**src/rtl/update_knn_mac_pipe.sv**
```systemverilog
// ---------------------------------------------------------------------------
// update_knn_mac_pipe
//
// Pipelined multiply / multiply-accumulate unit for the update_knn datapath.
// It sits between the distance-difference stage and the knn compare/insert
// logic and accepts one operand pair per cycle.
//
//  - Stage 1 captures the operands, the valid bit and the acc_en/acc_clr tags.
//  - The product is formed from the stage-1 registers and then registered
//    through NUM_STAGE-1 stages. The last of these drives dout/out_valid.
//  - An optional accumulator sits one register after dout. It keeps a sticky
//    overflow flag that only acc_clr or reset clears.
//  - ce low freezes every stage, including the accumulator.
//
// Ports
//  clk        in   1          clock, rising edge
//  reset      in   1          synchronous, active-high; wins over ce
//  ce         in   1          clock enable for the whole pipeline
//  in_valid   in   1          qualifies din0/din1 this cycle
//  din0       in   A_WIDTH    multiplicand
//  din1       in   B_WIDTH    multiplier
//  acc_en     in   1          tag: add this product into the accumulator
//  acc_clr    in   1          tag: accumulator restarts at this sample
//  out_valid  out  1          dout holds a fresh product (one pulse per sample)
//  dout       out  P_WIDTH    low P_WIDTH bits of the full product
//  acc_valid  out  1          acc_out was updated by the last enabled edge
//  acc_out    out  ACC_WIDTH  accumulator value (wraps modulo 2^ACC_WIDTH)
//  acc_ovf    out  1          sticky accumulator overflow
// ---------------------------------------------------------------------------
module update_knn_mac_pipe #(
  parameter int A_WIDTH   = 17,
  parameter int B_WIDTH   = 15,
  parameter int P_WIDTH   = 32,
  parameter int NUM_STAGE = 3,
  parameter int SIGNED    = 0,
  parameter int ACC_WIDTH = 40
) (
  input  logic                 clk,
  input  logic                 reset,
  input  logic                 ce,
  input  logic                 in_valid,
  input  logic [A_WIDTH-1:0]   din0,
  input  logic [B_WIDTH-1:0]   din1,
  input  logic                 acc_en,
  input  logic                 acc_clr,
  output logic                 out_valid,
  output logic [P_WIDTH-1:0]   dout,
  output logic                 acc_valid,
  output logic [ACC_WIDTH-1:0] acc_out,
  output logic                 acc_ovf
);

  // Full product width, widened to P_WIDTH if the caller asks for more bits
  // than the operands can produce so the low P_WIDTH bits are always defined.
  localparam int FULL_W = A_WIDTH + B_WIDTH;
  localparam int MUL_W  = (FULL_W > P_WIDTH) ? FULL_W : P_WIDTH;
  // Index of the final (dout) stage in the post-multiply chain.
  localparam int LAST   = NUM_STAGE - 1;

  if (NUM_STAGE < 2 || NUM_STAGE > 6) begin : g_bad_num_stage
    $error("update_knn_mac_pipe: NUM_STAGE must be in 2..6");
  end
  if (ACC_WIDTH < P_WIDTH) begin : g_bad_acc_width
    $error("update_knn_mac_pipe: ACC_WIDTH must be >= P_WIDTH");
  end

  // -------------------------------------------------------------------------
  // Arithmetic helpers
  // -------------------------------------------------------------------------
  function automatic logic signed [MUL_W-1:0] ext_a(input logic [A_WIDTH-1:0] a);
    if (SIGNED != 0) return MUL_W'($signed(a));
    return MUL_W'(a);
  endfunction

  function automatic logic signed [MUL_W-1:0] ext_b(input logic [B_WIDTH-1:0] b);
    if (SIGNED != 0) return MUL_W'($signed(b));
    return MUL_W'(b);
  endfunction

  // Operands are extended to the result width first, so the low MUL_W bits
  // of the product are exact for either signedness.
  function automatic logic [P_WIDTH-1:0] mul_trunc(input logic [A_WIDTH-1:0] a,
                                                   input logic [B_WIDTH-1:0] b);
    logic signed [MUL_W-1:0] full;
    full = ext_a(a) * ext_b(b);
    return full[P_WIDTH-1:0];
  endfunction

  function automatic logic [ACC_WIDTH-1:0] ext_acc(input logic [P_WIDTH-1:0] p);
    if (SIGNED != 0) return ACC_WIDTH'($signed(p));
    return ACC_WIDTH'(p);
  endfunction

  // Unsigned: carry out of the MSB. Signed: same-sign operands whose sum
  // has the other sign.
  function automatic logic add_overflow(input logic [ACC_WIDTH-1:0] base,
                                        input logic [ACC_WIDTH-1:0] addend,
                                        input logic [ACC_WIDTH-1:0] sum,
                                        input logic                 carry);
    if (SIGNED != 0)
      return (base[ACC_WIDTH-1] == addend[ACC_WIDTH-1]) &&
             (sum[ACC_WIDTH-1] != base[ACC_WIDTH-1]);
    return carry;
  endfunction

  // -------------------------------------------------------------------------
  // Pipeline state
  //  index 0      : stage-1 operand registers (din0_p0/din1_p0)
  //  index 1..LAST: product registers, LAST drives dout
  // Valid and tags travel in packed vectors alongside the data.
  // -------------------------------------------------------------------------
  logic [A_WIDTH-1:0] din0_p0;
  logic [B_WIDTH-1:0] din1_p0;
  logic [LAST:0]      vld_p;
  logic [LAST:0]      en_p;
  logic [LAST:0]      clr_p;
  logic [P_WIDTH-1:0] prod_p [1:LAST];
  logic [P_WIDTH-1:0] prod_d [1:LAST];

  // Next value for each product register.
  always_comb begin
    prod_d[1] = mul_trunc(din0_p0, din1_p0);
    for (int s = 2; s <= LAST; s++) begin
      prod_d[s] = prod_p[s-1];
    end
  end

  always_ff @(posedge clk) begin
    // --- stage 1 operands and intermediate products: data only, no reset ---
    if (ce) begin
      din0_p0 <= din0;
      din1_p0 <= din1;
      for (int s = 1; s < LAST; s++) begin
        prod_p[s] <= prod_d[s];
      end
    end
    // --- valid/tag chain and the dout stage ---
    if (reset) begin
      vld_p        <= '0;
      en_p         <= '0;
      clr_p        <= '0;
      prod_p[LAST] <= '0;
    end else if (ce) begin
      vld_p <= {vld_p[LAST-1:0], in_valid};
      en_p  <= {en_p[LAST-1:0],  acc_en};
      clr_p <= {clr_p[LAST-1:0], acc_clr};
      // Bubbles leave dout untouched.
      if (vld_p[LAST-1]) prod_p[LAST] <= prod_d[LAST];
    end
  end

  assign out_valid = vld_p[LAST];
  assign dout      = prod_p[LAST];

  // -------------------------------------------------------------------------
  // Accumulator stage (one register after dout)
  // -------------------------------------------------------------------------
  logic [ACC_WIDTH-1:0] acc_base;
  logic [ACC_WIDTH-1:0] acc_addend;
  logic [ACC_WIDTH-1:0] acc_sum;
  logic                 acc_carry;
  logic                 acc_add_ovf;

  always_comb begin
    // acc_clr on the sample makes the sum start from this product.
    acc_base                = clr_p[LAST] ? '0 : acc_out;
    acc_addend              = ext_acc(prod_p[LAST]);
    {acc_carry, acc_sum}    = {1'b0, acc_base} + {1'b0, acc_addend};
    acc_add_ovf             = add_overflow(acc_base, acc_addend, acc_sum, acc_carry);
  end

  always_ff @(posedge clk) begin
    if (reset) begin
      acc_out   <= '0;
      acc_valid <= 1'b0;
      acc_ovf   <= 1'b0;
    end else if (ce) begin
      if (vld_p[LAST] && en_p[LAST]) begin
        acc_out   <= acc_sum;
        acc_valid <= 1'b1;
        acc_ovf   <= (acc_ovf & ~clr_p[LAST]) | acc_add_ovf;
      end else if (clr_p[LAST]) begin
        acc_out   <= '0;
        acc_valid <= 1'b1;
        acc_ovf   <= 1'b0;
      end else begin
        acc_valid <= 1'b0;
      end
    end
  end

endmodule

```
**config.mk**
```make
export PLATFORM = sky130hd
export DESIGN_NAME = update_knn_mac_pipe
export DESIGN_NICKNAME = d
export VERILOG_FILES = /design/src/rtl/update_knn_mac_pipe.sv
export SDC_FILE = /design/constraint.sdc
export NUM_CORES = 1
export LEC_CHECK = 0
export ABC_AREA = 1
export BUFFER_PORTS_ARGS = -buffer_cell sky130_fd_sc_hd__clkbuf_2
export CAP_MARGIN = 15
export CORE_MARGIN = 2
export CORE_UTILIZATION = 30
export DETAILED_ROUTE_END_ITERATION = 16
export SYNTH_ARGS = -nofsm -noshare
export SYNTH_HDL_FRONTEND = slang
export SYNTH_SLANG_ARGS = --single-unit
export TNS_END_PERCENT = 1
```
**constraint.sdc**
```tcl
create_clock -name clk -period 7.6 [get_ports clk]
set_clock_uncertainty 0.1 [all_clocks]
set_input_delay 1.9 -clock clk [delete_from_list [all_inputs] [get_ports clk]]
set_output_delay 1.9 -clock clk [all_outputs]
set_load 0.05 [all_outputs]
```
# == After elaboration in Yosys (flattened, before gate mapping) ==
# Memories as Yosys holds them, arrays and structs flattened.
# Cells that the tools add are included.
# totals
romBits,0
register_bits,83
elab_cells,33
output_inout_bits,75
n_memories,1
inputBits,38
mem_bits_rw,64
latch_bits,0
# classes
muxes,15
shift,0
add_sub_neg,1
n_div,0
n_bitwise,4
reduce_logical,3
n_eq_ne,0
magnitude_cmp,0
n_mul,1
# memory_table
memory,depth,word_bits,read_ports,rd_ports_with_merged_regs,write_ports,line,source
prod_p,2,32,2,0,2,117,logic [P_WIDTH-1:0] prod_p [1:LAST];
# op_table
operator,n
40-bit 2-to-1 mux,2
40-bit by 32-bit adder with 41-bit output,1
17-bit by 15-bit multiplier with 32-bit output,1
32-bit 2-to-1 mux,1
1-bit 2-to-1 mux,12
1-bit OR,2
2-bit AND reduction,1
2-bit nonzero test,1
1-bit bitwise AND,1
1-bit logical AND,1
1-bit NOT,1

# == Logic depth before layout (Yosys ltp) ==
# Gate-level depths: netlist of run 1.
# depth
ltp_word,5
mapped_depth,27
ltp_nobuf,25

# == Worst setup path before layout of run 1 ==
# No wires, ideal clock.
# synth_timing
path_type,reg2reg
startpoint,register din1_p0[1]
endpoint,"memory prod_p[1][27], data pin"
t_arrival_ps,5150
required_time_ps,7238
period_less_slack_ps,5512
setup_time_ps,262
path_stages_with_launch,26
slack_ps,2088
path_cell_list,edfxtp_1 > clkbuf_1 > clkbuf_1 > nand2_1 > inv_1 > fa_1 > inv_1 > fa_1 > inv_1 > fa_1 > inv_1 > fa_1 > inv_1 > fa_1 > inv_1 > fa_1 > inv_1 > ha_1 > a21oi_1 > o21ai_1 > nand2_1 > nand2_1 > nand2_1 > nand3_1 > a21oi_1 > xor2_1
# synth_lines
item,line,source
start: declaration,113,logic [B_WIDTH-1:0] din1_p0;
start signal: assignment,132,din1_p0 <= din1;
end: declaration,117,

==> metrics.md, run 1 <==
| Metric | Value |
|---|---|
| Worst path required time | `7.70 ns` |
| Commonest cells after routing, fill and taps aside | `nand2_1, inv_1, fa_1` |
| Layout overhead on the synthesized area | `11.2%` |
| Drt total wl | `45.4 mm` |
| Slew Viols, Final | `0` |
| IO buf count | `112` |
| Slowest-stage cell, CP | `edfxtp_1` |
| Total CTS buffers | `17` |
| CTS Hold Bufs | `0` |
| Clock latency on the worst-skew pair | `0.45 ns` |
| Crit Path Max Fanout | `17` |
| Yosys warns | `0` |
| Crit-path cells | `nand2_1 > inv_1 > fa_1 > inv_1 > fa_1 > inv_1 > fa_1 > inv_1 > fa_1 > inv_1 > fa_1 > inv_1 > fa_1 > inv_1 > ha_1 > a21oi_1 > o21ai_1 > nand2_1 > nand2_1 > nand2_1 > nand3_1 > a21oi_1 > xor2_1` |
| Slew HR | `45.8%` |
| First-pass GRT wire length | `72.8 mm` |
| Fillers | `5937` |
| Mapped Cells | `2231` |
| Critical path capture point type | `register` |
| Library cells used by synthesis | `43` |
| NumNets Final | `2660` |
| Post-DP HPWL | `36.0 mm` |
| Post-synth EDFFs | `96` |
| Status | `finished clean` |
| Detail Route Antenna Nets | `0` |
| Tcrit/Tclk final | `79.7%` |
| Vias | `13672` |
| Final Hold Viols | `0` |
| Postcts setup bufs | `0` |
| Number of global-route vias before repair | `13432` |
| Worst slew pin tran | `0.812 ns` |
| Boundary Pins | `113` |
| Root Buffer | `clkbuf_16` |
| DRC violations left | `0` |
| CP Launch Type | `register` |
| Crit path time final | `6.06 ns` |
| Routability Congestion | `0.953` |
| Max Fclk | `0.165 GHz` |
| Max Cap Viol | `0` |
| Sum Neg Setup Slack | `0 ns` |
| Initial antenna violation count | `1` |
| CTS tree | `built` |
| Remaining Overflow, GRT | `0` |
| DRT Pass-1 Iters | `5` |
| Clock sinks | `147` |
| Post-synth ARST share | `0%` |
| Layout cell share with drive strength beyond 1 | `8.30%` |
| CP Class | `register to register` |
| FF+latch count, synth | `147` |
| Core area | `55200 um2` |
| Num rows | `86` |
| N_diodes | `0` |
| Cell area after synthesis | `16800 um2` |
| Syn avg cell area | `7.53 um2` |
| Ys flop type | `edfxtp_1` |
| Clk slew on worst S/H paths | `0.07 ns` |
| CTS HTree Levels | `4` |
| Pin count of the biggest net entering global routing | `40` |
| Drt initial violations | `1076` |
| Worst stage delay on the critical path | `0.72 ns` |
| RSZ-0062 raised after global routing | `no` |
| Net Count, Synth | `2591` |
| Final setup viols | `0` |
| Most common cell after layout, fill and taps aside | `nand2_1` |
| Sequential share of the synthesized area | `23.2%` |
| Hold crit path type | `register to register` |
| Die height | `241 um` |
| Drt wl/cell | `14.8 um` |
| Via/cell ratio | `4.47` |
| CTS max path bufs | `2` |
| Top cell by count, worst path | `inv_1` |
| Tot GR Track Use | `16.2%` |
| DIE AREA | `57900 um2` |
| Cts repair resizes | `0` |
| Initial Utilization | `30.5%` |
| Critical Path AT | `6.15 ns` |
| Die X | `241 um` |
## cell usage after synthesis, drive strengths merged (6+ instances only)
master  count  share of area (%)
a21oi     129                3.9
and2        6               0.22
clkbuf     69                1.6
dfxtp      51                6.1
edfxtp     96                 17
fa        194                 23
ha        128                9.5
inv       568                 13
nand2     574                 13
nand3      72                2.3
nand3b      6               0.34
nand4      10               0.37
nor2      189                4.4
nor3       11               0.36
o21ai      60                1.9
o21bai      7               0.31
or2         6               0.22
xnor2      11               0.57
xor2       21                1.1
## sequential cells by signal, summed over array words and instances, names as in the netlist
register   flops
en_p           3
acc_ovf        1
prod_p        64
din0_p0       17
acc_out       40
clr_p          3
acc_valid      1
din1_p0       15
vld_p          3
## through the flow
| stage | area, um2 | worst slack [ns] | utilization [%] | hold WS (ns) | std cells |
|---|---|---|---|---|---|
| floorplan | 16800 | 2.09 | - | 0.349 | 2231 |
| global placement | 18100 | 1.63 | 32.8 | 0.359 | 3027 |
| detailed placement | 18100 | 1.55 | 32.8 | 0.365 | 3028 |
| CTS | 18700 | 1.52 | 33.8 | 0.376 | 3060 |
| global route | 18700 | 1.24 | 33.9 | 0.388 | 3061 |
| finish | 18700 | 1.54 | 33.9 | 0.372 | 3061 |
## cell type report
cell class / instances / area (um2) / share of cell area [%]
Multi-Input combinational cell: 1443 / 10500 / 56.1
Sequential cell: 147 / 3900 / 20.9
Inverter: 569 / 2140 / 11.4
Tap cell: 748 / 936 / 5.01
Timing Repair Buffer: 122 / 653 / 3.49
Clock buffer: 17 / 425 / 2.28
Clock inverter: 15 / 154 / 0.823
## final timing paths
kind / startpoint / endpoint / slack [ns] / cells after the start
setup / recovery: din1_p0[0] / prod_p[1][31] / 1.54 / 23
hold / removal: acc_ovf / acc_ovf / 0.37 / 2
hold reg to reg: acc_ovf / acc_ovf / 0.37 / 2
setup reg to reg: din1_p0[0] / prod_p[1][31] / 1.54 / 23
## metal layers
metal / vias up / track usage, % / part of all wire, % / routed length [um]
li1: 6808 / - / - / -
met3: 33 / 2.48 / 5.9 / 2670
met5: - / 0 / 0 / 0
met2: 376 / 27.1 / 46 / 21100
met1: 6455 / 22.2 / 46 / 21000
met4: 0 / 3.43 / 1.4 / 614
## worst max-delay path: cells and delay by family (launching register included)
kind                       cells  cell delay, ns
DFF                            1            0.72
buffers and inverters          7            0.38
AOI/OAI and AO/OA              3            0.59
and+or+nand+nor                5            0.55
adders and majority gates      7            3.38
xor gates and xnor gates       1            0.09
## kinds of logic after synthesis
| kind of cell | count (synthesis) | share of synthesized area [%] |
|---|---|---|
| AND/OR/NAND/NOR | 879 | 21.3 |
| adder cells (fa/ha/maj) | 322 | 32.6 |
| buffers and inverters | 641 | 14.4 |
| flip-flops | 147 | 23.2 |
| AO/OA/AOI/OAI | 210 | 6.77 |
| XOR/XNOR | 32 | 1.67 |
Power of run 1 is not shown: default switching activity piles up to over one toggle a cycle in this logic, so the estimate is an artifact.
==> run 2, diff against run 1 <==
==> constraint.sdc (replaced) <==
create_clock -name clk -period 5.6 [get_ports clk]
set_clock_uncertainty 0.1 [all_clocks]
set_input_delay 1.4 -clock clk [delete_from_list [all_inputs] [get_ports clk]]
set_output_delay 1.4 -clock clk [all_outputs]
set_load 0.05 [all_outputs]
==> run 2 against run 1 <==
Via count up 2.3%. Setup slack worse by 1.4 ns. Wire length increased by 0.85%. Largest cell class unchanged. Clock-buffer cell count unchanged. Highest routed layer unchanged.
==> metrics.md, run 2 (synthesis gave the netlist of run 1 again) <==
| Metric | Value |
|---|---|
| Clk slew on worst S/H paths | `0.07 ns` |
| Cell area after layout | `19900 um2` |
| CP Class | `register to register` |
| IO buf count | `112` |
| NumNets Final | `2772` |
| Die X | `241 um` |
| Final setup viols | `0` |
| Worst path required time | `5.70 ns` |
| Sum Neg Setup Slack | `0 ns` |
| Num rows | `86` |
| Final Hold Viols | `0` |
| Pin count of the biggest net entering global routing | `49` |
| Placed instance area | `18900 um2` |
| Initial Utilization | `30.5%` |
| Tot GR Track Use | `16.2%` |
| DRC violations left | `0` |
| Commonest cells after routing, fill and taps aside | `nand2_1, inv_1, fa_1` |
| Layout cell share with drive strength beyond 1 | `15.5%` |
| Clock sinks | `147` |
| N_diodes | `0` |
| Total CTS buffers | `17` |
| Crit-path cells | `buf_6 > nand2_2 > inv_2 > fa_1 > inv_2 > fa_1 > inv_2 > fa_1 > inv_2 > fa_1 > inv_2 > fa_1 > inv_2 > fa_1 > inv_2 > ha_4 > buf_6 > nand4_1 > o21ai_4 > nand2_1 > nand2_2 > nand2_2 > nand3_2 > nand2_1` |
| Clock latency on the worst-skew pair | `0.45 ns` |
| First-pass GRT wire length | `72.6 mm` |
| Slew Viols, Final | `0` |
| Post-Place Worst Slack | `-0.0243 ns` |
| CTS tree | `built` |
| Number of global-route vias before repair | `13864` |
| DIE AREA | `57900 um2` |
| Drt wl/cell | `14.4 um` |
| Hold crit path type | `register to register` |
| Top cell by count, worst path | `inv_2` |
| Biggest regs | `prod_p: 64 flops, acc_out: 40 flops, din0_p0: 17 flops` |
| Setup WS post-layout | `0.104 ns` |
| Crit Path Max Fanout | `5` |
| Status | `finished clean` |
| Die height | `241 um` |
| Crit path time final | `5.50 ns` |
| Core area | `55200 um2` |
| CP Launch Type | `register` |
| Remaining Overflow, GRT | `0` |
| Tcrit/Tclk final | `98.2%` |
| Layout overhead on the synthesized area | `18.6%` |
| Drt total wl | `45.8 mm` |
| DRT Pass-1 Iters | `5` |
| CTS max path bufs | `2` |
| Boundary Pins | `113` |
| RSZ-0062 raised after global routing | `yes` |
| Critical path capture point type | `register` |
| CTS Hold Bufs | `0` |
| Critical Path AT | `5.60 ns` |
| Worst stage delay on the critical path | `0.51 ns` |
| Root Buffer | `clkbuf_16` |
| Max reg flops | `64` |
| CTS HTree Levels | `4` |
| Worst slew pin tran | `0.722 ns` |
| Initial antenna violation count | `0` |
| Slew HR | `51.9%` |
| Post-DP HPWL | `38.0 mm` |
| Vias | `13989` |
| Max Fclk | `0.182 GHz` |
| Detail Route Antenna Nets | `0` |
| Drt initial violations | `913` |
| Max Cap Viol | `0` |
| Top reg by flops | `prod_p` |
| Via/cell ratio | `4.41` |
| Slowest-stage cell, CP | `edfxtp_1` |
| Routability Congestion | `0.944` |
run 2: worst paths after layout:
kind | startpoint | to | slack (ns) | cells after the start
max | din0_p0[5] | prod_p[1][24] | 0.10 | 24
min | acc_ovf | acc_ovf | 0.38 | 2
max reg2reg | din0_p0[5] | prod_p[1][24] | 0.10 | 24
min reg2reg | acc_ovf | acc_ovf | 0.38 | 2
run 2: layer usage:
metal | up-vias | part of all wire [%] | track usage, % | wire, um
li1 | 7032 | - | - | -
met1 | 6619 | 46 | 21.1 | 20900
met2 | 289 | 48 | 27.8 | 21900
met3 | 49 | 4.5 | 2.40 | 2040
met4 | 0 | 2.1 | 4.29 | 940
met5 | - | 0 | 0 | 0
run 2: what timing repair did:
| item | 4_1_cts | 5_1_grt |
|---|---|---|
| buffers inserted | 0 | 17 |
| pin swaps | 1 | 32 |
| setup endpoints to repair | 6 | 18 |
| resized for setup | 8 | 83 |
run 2: final cells by class:
cell class,count,area (um2)
fillers,5779,35300
multi-input cells,1443,10800
flip-flops and latches,147,3900
inverters,569,2140
repair buffers,234,1560
well taps,748,936
clock buffers,17,425
clock inverters,15,144
run 2: critical path: cells and delay by family (launching register included):
kind,cells,cell delay [ns]
flops,1,0.51
fa+ha+maj,7,3.31
buf+inv,9,0.56
compound gates,1,0.24
simple gates,7,0.52
run 2: stage by stage:
stage	std cells	util, %	hold WS, ns
final	3173	36.1	0.383
after global routing	3173	36.1	0.395
after CTS	3156	35.3	0.378
after detailed placement	3124	34.2	0.365
after global placement	3124	34.2	0.363
after floorplan	2231	-	0.349
Power of run 2 is left out for the same reason.
==> run 3, diff against run 2 <==
--- a/config.mk
+++ b/config.mk
@@ -11,6 +11,7 @@
 export CORE_MARGIN = 2
 export CORE_UTILIZATION = 30
 export DETAILED_ROUTE_END_ITERATION = 16
+export PLACE_DENSITY = 0.45
 export SYNTH_ARGS = -nofsm -noshare
 export SYNTH_HDL_FRONTEND = slang
 export SYNTH_SLANG_ARGS = --single-unit
==> run 3 against run 2 <==
Fmax fell by 0.95%. First-iteration DRC count fell by 20%. Worst hold slack improved by 0.0011 ns. Setup slack got worse by 0.053 ns. Flip-flop and latch count did not move. Non-clock buffer count fell by 1. Global-route usage rose by 1.8 points. Sequential share of layout area fell by 0.21 points. Clock-buffer cell count rose by 3. Critical path type unchanged.
==> metrics.md, run 3 (synthesis gave the netlist of run 1 again) <==
| Metric | Value |
|---|---|
| Status | `finished clean` |
| Final core occ | `36.5%` |
| Critical Path AT | `5.68 ns` |
| Post-DP HPWL | `41.0 mm` |
| Top cell by count, worst path | `fa_1` |
| Tcrit/Tclk final | `99.1%` |
| NumNets Final | `2771` |
| CTS HTree Levels | `4` |
| DRC violations left | `0` |
| Placed instance area | `18800 um2` |
| Crit Path Max Fanout | `7` |
| Finished Layout Cells | `3172` |
| Final setup viols | `0` |
| Drt initial violations | `734` |
| Total CTS buffers | `17` |
| CTS max path bufs | `2` |
| Hold crit path type | `register to register` |
| Slew HR | `42.8%` |
| N_diodes | `0` |
| Critical path capture point type | `register` |
| Top reg by flops | `prod_p` |
| Clk slew on worst S/H paths | `0.08 ns` |
| Slowest-stage cell, CP | `fa_2` |
| Boundary Pins | `113` |
| Max reg flops | `64` |
| Max Cap Viol | `0` |
| RSZ-0062 raised after global routing | `yes` |
| First-pass GRT wire length | `79.1 mm` |
| DRT Pass-1 Iters | `4` |
| Layout overhead on the synthesized area | `19.9%` |
| Commonest cells after routing, fill and taps aside | `nand2_1, inv_1, fa_1` |
| Layout cell share with drive strength beyond 1 | `16.4%` |
| Remaining Overflow, GRT | `0` |
| Number of global-route vias before repair | `14670` |
| IO buf count | `112` |
| Final Hold Viols | `0` |
| Initial antenna violation count | `0` |
| Die height | `241 um` |
| WHS | `0.384 ns` |
| HP Start | `acc_out[30]` |
| Crit-path cells | `buf_12 > nand2_1 > inv_1 > fa_1 > inv_2 > fa_1 > inv_2 > fa_2 > fa_2 > fa_1 > inv_1 > fa_1 > inv_2 > ha_4 > inv_4 > o21bai_4 > buf_4 > a21oi_2 > nand2_1 > nand2_2 > nand3_4 > buf_6 > xor2_1` |
| Num rows | `86` |
| Max Fclk | `0.180 GHz` |
| Worst path required time | `5.73 ns` |
| Drt total wl | `49.9 mm` |
| CTS Hold Bufs | `0` |
| Drt wl/cell | `15.7 um` |
| Root Buffer | `clkbuf_16` |
| Clock latency on the worst-skew pair | `0.49 ns` |
| Cell area after layout | `20200 um2` |
| Core area | `55200 um2` |
| Detail Route Antenna Nets | `0` |
| Biggest regs | `prod_p: 64 flops, acc_out: 40 flops, din0_p0: 17 flops` |
| Tot GR Track Use | `17.9%` |
| Vias | `14250` |
| Most common cell after layout, fill and taps aside | `nand2_1` |
| Worst slew pin tran | `0.858 ns` |
| Register-to-Register Setup Slack | `0.05 ns` |
| Pin count of the biggest net entering global routing | `38` |
| CP Launch Type | `register` |
| Initial Utilization | `30.5%` |
| CTS tree | `built` |
| Die X | `241 um` |
| Worst stage delay on the critical path | `0.60 ns` |
| Routability Congestion | `0.963` |
| # placed instances | `3107` |
| Via/cell ratio | `4.49` |
| Crit-path leading delay family | `adder cells` |
| Clock sinks | `147` |
| CP Buf/Inv Count | `9` |
| CP Class | `register to register` |
| DIE AREA | `57900 um2` |
| Reg-to-reg critical path startpoint | `din1_p0[10]` |
| Critical path origin | `din1_p0[10]` |
| Crit path time final | `5.55 ns` |
| Slew Viols, Final | `0` |
run 3: area by class of cell:
class	instances	area (um2)
Multi-Input combinational cell	1443	11000
Fill cell	5869	35000
Clock buffer	20	447
Inverter	569	2140
Timing Repair Buffer	233	1650
Tap cell	748	936
Sequential cell	147	3900
Clock inverter	12	121
run 3: final timing paths:
check,to,cells past startpoint
setup reg to reg,prod_p[1][23],23
hold / removal,acc_out[30],2
setup / recovery,prod_p[1][23],23
hold reg to reg,acc_out[30],2
run 3: repair_timing:
action | 4_1_cts | 5_1_grt
resized for setup | 5 | 127
setup buffers | 4 | 28
cloned | 0 | 1
pin swaps | 0 | 58
setup endpoints to repair | 8 | 20
run 3: worst reg2reg max path, cell delays in order (launching register included):
cell	delay [ns]
edfxtp_1	0.43
buf_12	0.17
nand2_1	0.07
inv_1	0.05
fa_1	0.51
inv_2	0.05
fa_1	0.55
inv_2	0.04
fa_2	0.60
fa_2	0.43
fa_1	0.48
inv_1	0.05
fa_1	0.49
inv_2	0.05
ha_4	0.26
inv_4	0.07
o21bai_4	0.06
buf_4	0.14
a21oi_2	0.12
nand2_1	0.08
nand2_2	0.09
nand3_4	0.12
buf_6	0.14
xor2_1	0.13
run 3: layer usage:
metal  track usage, %  part of all wire, %  up-vias
li1                 -                    -     7038
met1             22.8                   45     6758
met2             30.5                   47      360
met3             2.49                  4.1       94
met4             7.68                  3.9        0
met5                0                    0        -
run 3: metrics by stage:
step	setup slack (ns)	TNS (ns)
floorplan	0.0880	0
global placement	-0.0810	-0.245
detailed placement	-0.124	-0.560
CTS	-0.00623	-0.0110
global route	-0.0779	-0.563
finish	0.0507	0
Power of run 3 is left out for the same reason.
